**config.mk**
```make
export PLATFORM = sky130hd
export DESIGN_NAME = instr_issue_ctrl_flat
export DESIGN_NICKNAME = d
export VERILOG_FILES = /design/src/rtl/instr_issue_ctrl_pkg.sv /design/src/rtl/instr_issue_ctrl_if.sv /design/src/rtl/instr_issue_ctrl_fields.sv /design/src/rtl/instr_issue_ctrl.sv /design/src/flat_wrapper.sv
export SDC_FILE = /design/constraint.sdc
export NUM_CORES = 1
export LEC_CHECK = 0
export ABC_AREA = 1
export ABC_CLOCK_PERIOD_IN_PS = 1850
export CAP_MARGIN = 0
export CORE_ASPECT_RATIO = 0.8
export CORE_MARGIN = 2
export CORE_UTILIZATION = 45
export DETAILED_ROUTE_END_ITERATION = 16
export PLACE_DENSITY = 0.77
export SYNTH_ARGS = -nofsm -noshare
export SYNTH_HDL_FRONTEND = slang
export SYNTH_SLANG_ARGS = --single-unit
```
**constraint.sdc**
```tcl
create_clock -name clk -period 1.85 [get_ports clk]
set_clock_uncertainty 0.15 [all_clocks]
set_input_delay 0.37 -clock clk [delete_from_list [all_inputs] [get_ports clk]]
set_output_delay 0.37 -clock clk [all_outputs]
set_load 0.01 [all_outputs]
```
**src/rtl/instr_issue_ctrl_pkg.sv**
```systemverilog
// Shared definitions for the instruction issue controller.
//  - Fixed 18-bit instruction layout (bit positions of every field).
//  - Opcode constants (only NOP changes sequencing).
//  - FSM state encoding and the decoded-field struct.
package instr_issue_ctrl_pkg;

    localparam int INSTR_W_FIXED = 18;

    // Field bit positions inside the instruction register.
    localparam int OPC_MSB  = 17;
    localparam int OPC_LSB  = 15;
    localparam int DEST_MSB = 14;
    localparam int DEST_LSB = 11;
    localparam int A1_MSB   = 10;
    localparam int A1_LSB   = 7;
    localparam int SIMM_BIT = 6;
    localparam int IMM_MSB  = 5;
    localparam int IMM_LSB  = 0;
    // addr2 aliases the low nibble of the immediate field.
    localparam int A2_MSB   = 3;
    localparam int A2_LSB   = 0;

    localparam logic [2:0] OP_NOP = 3'b111;

    typedef enum logic [2:0] {
        ST_IDLE    = 3'd0,
        ST_DECODE  = 3'd1,
        ST_EXEC    = 3'd2,
        ST_WRITE   = 3'd3,
        ST_RELEASE = 3'd4
    } state_e;

    typedef struct packed {
        logic [2:0] opcode;
        logic [3:0] dest;
        logic [3:0] addr1;
        logic [3:0] addr2;
        logic       sinal_imm;
        logic [5:0] imm;
    } fields_t;

    function automatic logic is_nop(input logic [2:0] op);
        return op == OP_NOP;
    endfunction

endpackage

```
**src/rtl/instr_issue_ctrl_if.sv**
```systemverilog
// Bundle between the instruction source and the issue controller, plus the
// decoded fields / write enable the controller drives towards the bank.
//
// Handshake: a word transfers on a rising clk edge where instr_valid and
// instr_ready are both high. instr_ready is high only while the controller
// is idle; the source may change or drop instr at any time while
// instr_ready is low, and such words are ignored.
//
// Modports:
//  master : instruction source (drives instr_valid/instr, observes the rest)
//  slave  : controller (drives instr_ready, fields, we, busy, done, count)
interface instr_issue_ctrl_if #(
    parameter int INSTR_W = 18,
    parameter int CNT_W   = 8
);
    logic               instr_valid;
    logic               instr_ready;
    logic [INSTR_W-1:0] instr;
    logic [2:0]         opcode;
    logic [3:0]         addr1;
    logic [3:0]         addr2;
    logic [3:0]         dest;
    logic               sinalImm;
    logic [5:0]         Imm;
    logic               we;
    logic               busy;
    logic               done;
    logic [CNT_W-1:0]   instr_count;

    modport master (
        output instr_valid, instr,
        input  instr_ready, opcode, addr1, addr2, dest, sinalImm, Imm,
               we, busy, done, instr_count
    );

    modport slave (
        input  instr_valid, instr,
        output instr_ready, opcode, addr1, addr2, dest, sinalImm, Imm,
               we, busy, done, instr_count
    );
endinterface

```
**src/rtl/instr_issue_ctrl_fields.sv**
```systemverilog
// Pure combinational splitter: instruction register -> named fields.
// Ports:
//  ir     in   18-bit instruction word
//  fields out  decoded opcode/dest/addr1/addr2/sinal_imm/imm
module instr_fields
    import instr_issue_ctrl_pkg::*;
(
    input  logic [INSTR_W_FIXED-1:0] ir,
    output fields_t                  fields
);

    always_comb begin
        fields.opcode    = ir[OPC_MSB:OPC_LSB];
        fields.dest      = ir[DEST_MSB:DEST_LSB];
        fields.addr1     = ir[A1_MSB:A1_LSB];
        fields.addr2     = ir[A2_MSB:A2_LSB];
        fields.sinal_imm = ir[SIMM_BIT];
        fields.imm       = ir[IMM_MSB:IMM_LSB];
    end

endmodule

```
**src/rtl/instr_issue_ctrl.sv**
```systemverilog
// Instruction issue controller: accepts one instruction per handshake,
// holds it in IR, and sequences the bank through
// IDLE -> DECODE -> EXEC -> WRITE -> RELEASE -> IDLE (WRITE skipped for NOP).
// Ports:
//  clk        in   rising-edge clock
//  rst_n      in   asynchronous active-low reset
//  bus        slave modport: instr_valid/instr in; instr_ready, fields,
//             we, busy, done, instr_count out
//  dbg_state  out  current FSM state
module instr_issue_ctrl
    import instr_issue_ctrl_pkg::*;
#(
    parameter int INSTR_W  = 18,
    parameter int EXEC_CYC = 1,
    parameter int WE_CYC   = 2,
    parameter int CNT_W    = 8
) (
    input  logic                 clk,
    input  logic                 rst_n,
    instr_issue_ctrl_if.slave    bus,
    output state_e               dbg_state
);

    if (INSTR_W != INSTR_W_FIXED) begin : g_bad_instr_w
        $error("instr_issue_ctrl: INSTR_W must be 18");
    end
    if (EXEC_CYC < 1) begin : g_bad_exec_cyc
        $error("instr_issue_ctrl: EXEC_CYC must be >= 1");
    end
    if (WE_CYC < 2) begin : g_bad_we_cyc
        $error("instr_issue_ctrl: WE_CYC must be >= 2");
    end

    // One down-counter serves both EXEC and WRITE phases.
    localparam int PH_MAX = (EXEC_CYC > WE_CYC) ? EXEC_CYC : WE_CYC;
    localparam int PH_W   = $clog2(PH_MAX + 1);

    state_e             state_q, state_d;
    logic [PH_W-1:0]    ph_q, ph_d;
    logic [INSTR_W-1:0] ir_q, ir_d;
    logic [CNT_W-1:0]   cnt_q, cnt_d;
    logic               we_q, we_d;
    logic               busy_q, busy_d;
    logic               done_q, done_d;
    fields_t            fields;

    always_ff @(posedge clk or negedge rst_n) begin
        if (!rst_n) begin
            state_q <= ST_IDLE;
            ph_q    <= '0;
            ir_q    <= '0;
            cnt_q   <= '0;
            we_q    <= 1'b0;
            busy_q  <= 1'b0;
            done_q  <= 1'b0;
        end else begin
            state_q <= state_d;
            ph_q    <= ph_d;
            ir_q    <= ir_d;
            cnt_q   <= cnt_d;
            we_q    <= we_d;
            busy_q  <= busy_d;
            done_q  <= done_d;
        end
    end

    always_comb begin
        state_d = state_q;
        ph_d    = ph_q;
        ir_d    = ir_q;
        cnt_d   = cnt_q;
        unique case (state_q)
            ST_IDLE: begin
                if (bus.instr_valid) begin
                    ir_d    = bus.instr;
                    state_d = ST_DECODE;
                end
            end
            ST_DECODE: begin
                state_d = ST_EXEC;
                ph_d    = PH_W'(EXEC_CYC - 1);
            end
            ST_EXEC: begin
                if (ph_q == '0) begin
                    if (is_nop(fields.opcode)) begin
                        state_d = ST_RELEASE;
                        cnt_d   = cnt_q + 1'b1;
                    end else begin
                        state_d = ST_WRITE;
                        ph_d    = PH_W'(WE_CYC - 1);
                    end
                end else begin
                    ph_d = ph_q - 1'b1;
                end
            end
            ST_WRITE: begin
                if (ph_q == '0) begin
                    state_d = ST_RELEASE;
                    cnt_d   = cnt_q + 1'b1;
                end else begin
                    ph_d = ph_q - 1'b1;
                end
            end
            ST_RELEASE: begin
                state_d = ST_IDLE;
            end
            default: begin
                state_d = ST_IDLE;
            end
        endcase
        // Outputs are registered from the next state so they line up with
        // the state they describe; the count steps together with done.
        we_d   = (state_d == ST_WRITE);
        busy_d = (state_d != ST_IDLE);
        done_d = (state_d == ST_RELEASE);
    end

    instr_fields u_fields (
        .ir     (ir_q),
        .fields (fields)
    );

    assign bus.instr_ready = (state_q == ST_IDLE);
    assign bus.opcode      = fields.opcode;
    assign bus.dest        = fields.dest;
    assign bus.addr1       = fields.addr1;
    assign bus.addr2       = fields.addr2;
    assign bus.sinalImm    = fields.sinal_imm;
    assign bus.Imm         = fields.imm;
    assign bus.we          = we_q;
    assign bus.busy        = busy_q;
    assign bus.done        = done_q;
    assign bus.instr_count = cnt_q;
    assign dbg_state       = state_q;

endmodule
```
**src/flat_wrapper.sv**
```systemverilog
// flat-port wrapper written by rule: the top's interface ports become plain ports
module instr_issue_ctrl_flat import instr_issue_ctrl_pkg::*;
#(
    parameter int INSTR_W  = 18,
    parameter int EXEC_CYC = 1,
    parameter int WE_CYC   = 2,
    parameter int CNT_W    = 8
)
  (clk, rst_n, dbg_state, bus_instr_valid, bus_instr, bus_instr_ready, bus_opcode, bus_addr1, bus_addr2, bus_dest, bus_sinalImm, bus_Imm, bus_we, bus_busy, bus_done, bus_instr_count);
  instr_issue_ctrl_if #(.INSTR_W(INSTR_W), .CNT_W(CNT_W)) bus_i ();
  input  logic clk;
  input  logic rst_n;
  output state_e dbg_state;
  input wire logic [$bits(bus_i.instr_valid)-1:0] bus_instr_valid;
  input wire logic [$bits(bus_i.instr)-1:0] bus_instr;
  output wire logic [$bits(bus_i.instr_ready)-1:0] bus_instr_ready;
  output wire logic [$bits(bus_i.opcode)-1:0] bus_opcode;
  output wire logic [$bits(bus_i.addr1)-1:0] bus_addr1;
  output wire logic [$bits(bus_i.addr2)-1:0] bus_addr2;
  output wire logic [$bits(bus_i.dest)-1:0] bus_dest;
  output wire logic [$bits(bus_i.sinalImm)-1:0] bus_sinalImm;
  output wire logic [$bits(bus_i.Imm)-1:0] bus_Imm;
  output wire logic [$bits(bus_i.we)-1:0] bus_we;
  output wire logic [$bits(bus_i.busy)-1:0] bus_busy;
  output wire logic [$bits(bus_i.done)-1:0] bus_done;
  output wire logic [$bits(bus_i.instr_count)-1:0] bus_instr_count;
  assign bus_i.instr_valid = bus_instr_valid;
  assign bus_i.instr = bus_instr;
  assign bus_instr_ready = bus_i.instr_ready;
  assign bus_opcode = bus_i.opcode;
  assign bus_addr1 = bus_i.addr1;
  assign bus_addr2 = bus_i.addr2;
  assign bus_dest = bus_i.dest;
  assign bus_sinalImm = bus_i.sinalImm;
  assign bus_Imm = bus_i.Imm;
  assign bus_we = bus_i.we;
  assign bus_busy = bus_i.busy;
  assign bus_done = bus_i.done;
  assign bus_instr_count = bus_i.instr_count;
  instr_issue_ctrl #(.INSTR_W(INSTR_W), .EXEC_CYC(EXEC_CYC), .WE_CYC(WE_CYC), .CNT_W(CNT_W)) u_core (.clk(clk), .rst_n(rst_n), .bus(bus_i), .dbg_state(dbg_state));
endmodule
```
# Yosys cells after proc, flatten, opt, wreduce, memory -nomap -nowiden
# Cells that the tools add are included.
[op_classes]
addsub = 2
n_reduce_logical = 8
n_mux = 13
eq_ne = 11
[ops]
columns = ["cell", "n"]
rows = [
  ["8-bit 2-to-1 mux", 3],
  ["8-bit case mux with 2 select lines", 1],
  ["3-bit 2-to-1 mux", 4],
  ["3-bit case mux with 4 select lines", 1],
  ["3-bit by 2-bit equality test with 1-bit output (second input constant)", 3],
  ["8-bit by 1-bit adder with 8-bit output (second input constant)", 1],
  ["3-bit equality test (second input constant)", 2],
  ["2-bit 2-to-1 mux", 3],
  ["2-bit by 1-bit inequality test with 1-bit output (second input constant)", 3],
  ["2-bit case mux with 3 select lines", 1],
  ["3-bit nonzero test", 2],
  ["4-bit AND reduction", 1],
  ["3-bit by 1-bit equality test with 1-bit output (second input constant)", 1],
  ["3-bit logical NOT", 1],
  ["3-bit inequality test (second input constant)", 1],
  ["3-bit AND reduction", 1],
  ["2-bit logical NOT", 1],
  ["2-bit inequality test (second input constant)", 1],
  ["2-bit AND reduction", 1],
  ["2-bit nonzero test", 1],
  ["2-bit by 1-bit subtractor with 2-bit output (second input constant)", 1],
]
[totals]
ff_bits = 34
word_cells = 41
output_inout_bits = 37
input_bits = 21

# Logic depth before layout (Yosys ltp)
[depth]
ltp_word = 5
depth_mapped = 8
depth_no_buf = 8

# By module
# From an unflattened synthesis, not the netlist that was laid out.
[unflattened]
hier_cells = 206
hier_area_um2 = 1760.4
[by_module_without_submodules]
columns = ["module", "cells_per_inst", "seq_area_each_um2", "n_inst", "area_each_um2"]
rows = [
  ["instr_issue_ctrl", 184, 850.8, 1, 1595.3],
  ["instr_fields", 22, 0.0, 1, 165.2],
]

# Least setup slack after synthesis
# No wires, ideal clock.
[synth_timing]
kind = "reg-to-reg"
start = "register u_core.ph_q[0]"
end = "register u_core.cnt_q[4] (netlist: u_core.bus.instr_count[4])"
stages_incl_launch_ff = 9
period_less_slack_ns = 1.421
t_arrival_ns = 1.206
path_slack_ns = 0.429
setup_time_ns = 0.065
t_required_ns = 1.635
n_path_buf = 0
cell_sequence = "dfrtp_1 > inv_1 > ha_1 > inv_1 > nor3_2 > inv_1 > nand2_2 > nand2_1 > nand2_1"
[synth_via]
elab_chain_len = 3
elab_cells_between_ends = 4
cone_classes = "eq/ne (2); reduce/logical (2)"
[synth_rtl]
columns = ["item", "line", "rtl"]
rows = [
  ["start, declared", "instr_issue_ctrl.sv:39", "logic [PH_W-1:0] ph_q, ph_d;"],
  ["start signal, assigned", "instr_issue_ctrl.sv:58", "ph_q <= ph_d;"],
  ["2-bit logical NOT *", "instr_issue_ctrl.sv:84, instr_issue_ctrl.sv:97", ""],
  ["2-bit by 1-bit inequality test with 1-bit output (no source line)", "n/a", ""],
  ["4-bit AND reduction (no source line) *", "n/a", ""],
  ["end signal, assigned", "instr_issue_ctrl.sv:60", "cnt_q <= cnt_d;"],
  ["end, declared", "instr_issue_ctrl.sv:41", "logic [CNT_W-1:0] cnt_q, cnt_d;"],
]
# Mark *: on every way between the ends. The rest lies on a longest branch, timed or not.
# A chain may end at the register's enable or synchronous reset.

# Final worst setup path
[layout_timing]
start = "register u_core.cnt_q[3] (netlist: u_core.bus.instr_count[3])"
end = "output port bus_instr_count[3]"
[layout_rtl]
columns = ["item", "line", "rtl"]
rows = [
  ["end, declared", "flat_wrapper.sv:26", "output wire logic [$bits(bus_i.instr_count)-1:0] bus_instr_count;"],
]
# No word-level cell between the ends.

==> results.cfg <==
[cts]
post-cts-setup-buffer-count = 0
clock_latency_ns = 0.29
clk_pin_slew_worst_paths_ns = 0.07
cts_tree = built
htreeDepth = 2
holdBufCountCts = 0
cts_root_buf = clkbuf_8
clk_path_buf_depth = 2
cts_resized = 3
cts-buffers-inserted = 5
cts_num_sinks = 34

[finish]
fin_nets = 298
num_antenna_cells = 0
fin_cells = 318
synthToLayoutAreaGrowth_pct = 41.8
fillerInstances = 321
drive_gt1_frac = 0.135

[setup_path]
slowest_delay_ns = 0.57
crit_chain = clkdlybuf4s50_1
slowest_stage = clkdlybuf4s50_1
crit_type = reg -> out
worstPathArrival_ns = 1.29
cp.required_ns = 1.33
path_max_fanout = 5
start_kind = flop
worst_setup_path_end_kind = output port
critPathBufInv = 1
crit_family = buffers and inverters

[sta]
fin_crit_sh = 0.976
slew_headroom = 0.716
timing.fmax_ghz = 0.554
hold_viol_final = 0
setup_violations = 0
final.setup.tns_ns = 0
layout_setup_ws_ns = 0.0447
worst_slew_pin_slew_ns = 0.426
rsz0062_at_grt = no
maxSlewViolCount = 0
post-route-min-period_ns = 1.81

[logic_synthesis]
ys_seq_elements = 34
yosysTopAreaCell = dfrtp_1
synth.top_cells.by_count = nand2_1, inv_1, dfrtp_1, o21ai_2, nor2_1
netlist.area_leader.share = 0.497
synth_edf_count = 0
yosysMostFrequentCell = nand2_1
yosys_warnings = 0
syn_inst = 209
synth_cell_types = 22
yosys-top-cells-area = dfrtp_1, nand2_1, inv_1
netlist_area_um2 = 1710
synthArstFlopShare = 1.00
yosysSeqAreaShare = 0.497
synth_ff_type = dfrtp_1
avgSynthCellArea_um2 = 8.20
synth_nets = 234

[grt]
grt_overflow = 0
antenna_found_initial = 0
grt_pass1_vias = 1401
grt_pass1_wl_mm = 6.07
grt_usage = 0.187
grt_max_degree = 35

[placed_design]
place_hpwl_mm = 2.70
routabilityCongestion = 0.869
port_buffers = 57
dpl_worst_slack_ns = 0.205
placed_cells = 310

[drt]
route.detailed.drc = 0
drt_first_iter_violations = 56
drt-pass1-iter-count = 4
wl_mm = 3.62
postRouteAntennaNets = 0
vias = 1509
viasPerCell = 4.75
wl_per_cell_um = 11.4

[floorplan]
die_w_um = 73.0
row_count = 20
initial_core_util = 0.459
dieArea_um2 = 4320
die_y_um = 59.2
core-area_um2 = 3730
io_pins = 58

[pwr]
ir_worst_vdd_mv = 0.744
total_power_mw = 3.70
leakage_nw = 1.29
p_per_area_nw_per_um2 = 1520

[flow_run]
cap_violations = 0

[hold_path]
hold_class = in -> async

[status]
status = finished, final reports clean
-- flip-flops by register name (all words and copies together) (netlist names) --
register	cells
u_core.ir_q	18
u_core.bus.done	1
u_core.bus.we	1
u_core.dbg_state	3
u_core.bus.instr_count	8
u_core.ph_q	2
u_core.bus.busy	1
-- power breakdown --
part	total (mW)	internal [mW]	switching (mW)
Clock	0.562	0.300	0.262
Combinational	1.89	0.950	0.945
Sequential	1.24	1.04	0.199
Total	3.70	2.29	1.41
-- metrics by stage --
stage	hold slack [ns]	cell area [um^2]	utilization
global placement	0.316	2330	0.625
floorplan	-0.0756	1710	-
CTS	0.341	2420	0.649
finish	0.336	2430	0.651
global route	0.368	2430	0.651
detailed placement	0.323	2330	0.625
-- layer usage --
| layer | routed length, um | global-route usage | up-vias | share of wire |
|---|---|---|---|---|
| met2 | 1820 | 0.318 | 41 | 0.50 |
| met3 | 191 | 0.0425 | 7 | 0.053 |
| met1 | 1520 | 0.225 | 706 | 0.42 |
| li1 | - | - | 755 | - |
| met5 | 0 | 0 | - | 0 |
| met4 | 80 | 0.0926 | 0 | 0.022 |
-- placed cells by master, fill, tap and decap left out --
cell type	count
inv_1	36
nand3_2	1
nor2_1	12
a21oi_1	1
xor2_1	3
clkbuf_1	1
nor2_2	1
dfrtp_2	3
o21ai_2	14
ha_1	4
nor3_1	1
dlygate4sd2_1	2
o21ai_0	2
inv_2	1
dlymetal6s2s_1	2
buf_4	7
dfrtp_1	31
clkinv_2	1
nand2_1	73
nor3_2	1
clkbuf_8	6
nand3_1	10
a21oi_2	1
nand4_1	1
nand2_2	1
nand3b_1	1
o21ai_1	4
clkdlybuf4s50_1	53
-- final cells by class --
| cell class | instances | area, um^2 | area share |
|---|---|---|---|
| repair buffers | 64 | 626 | 0.258 |
| multi-input cells | 131 | 663 | 0.273 |
| well taps | 44 | 55.1 | 0.0227 |
| flip-flops and latches | 34 | 855 | 0.352 |
| inverters | 37 | 139 | 0.0572 |
| clock buffers | 7 | 86.3 | 0.0355 |
| clock inverters | 1 | 5.00 | 0.00206 |
-- path summary, 6_finish.rpt --
path                                      startpoint                         to  slack [ns]  cells past startpoint
max                        u_core.bus.instr_count[3]         bus_instr_count[3]        0.04                      1
min                                            rst_n            u_core.ir_q[13]        0.34                      2
max reg2reg                           u_core.ph_q[0]  u_core.bus.instr_count[2]        0.22                      8
min reg2reg                           u_core.ir_q[7]             u_core.ir_q[7]        0.34                      2
max in group asynchronous                      rst_n  u_core.bus.instr_count[2]        0.88                      2
min in group clk                      u_core.ir_q[7]             u_core.ir_q[7]        0.34                      2
-- kinds of logic after synthesis --
family | share of synthesized area
buffers and inverters | 0.116
adder cells (fa/ha/maj) | 0.0292
flip-flops | 0.497
XOR/XNOR | 0.0153
AO/OA/AOI/OAI | 0.0972
AND/OR/NAND/NOR | 0.245
(Power assumes the default switching activity.)
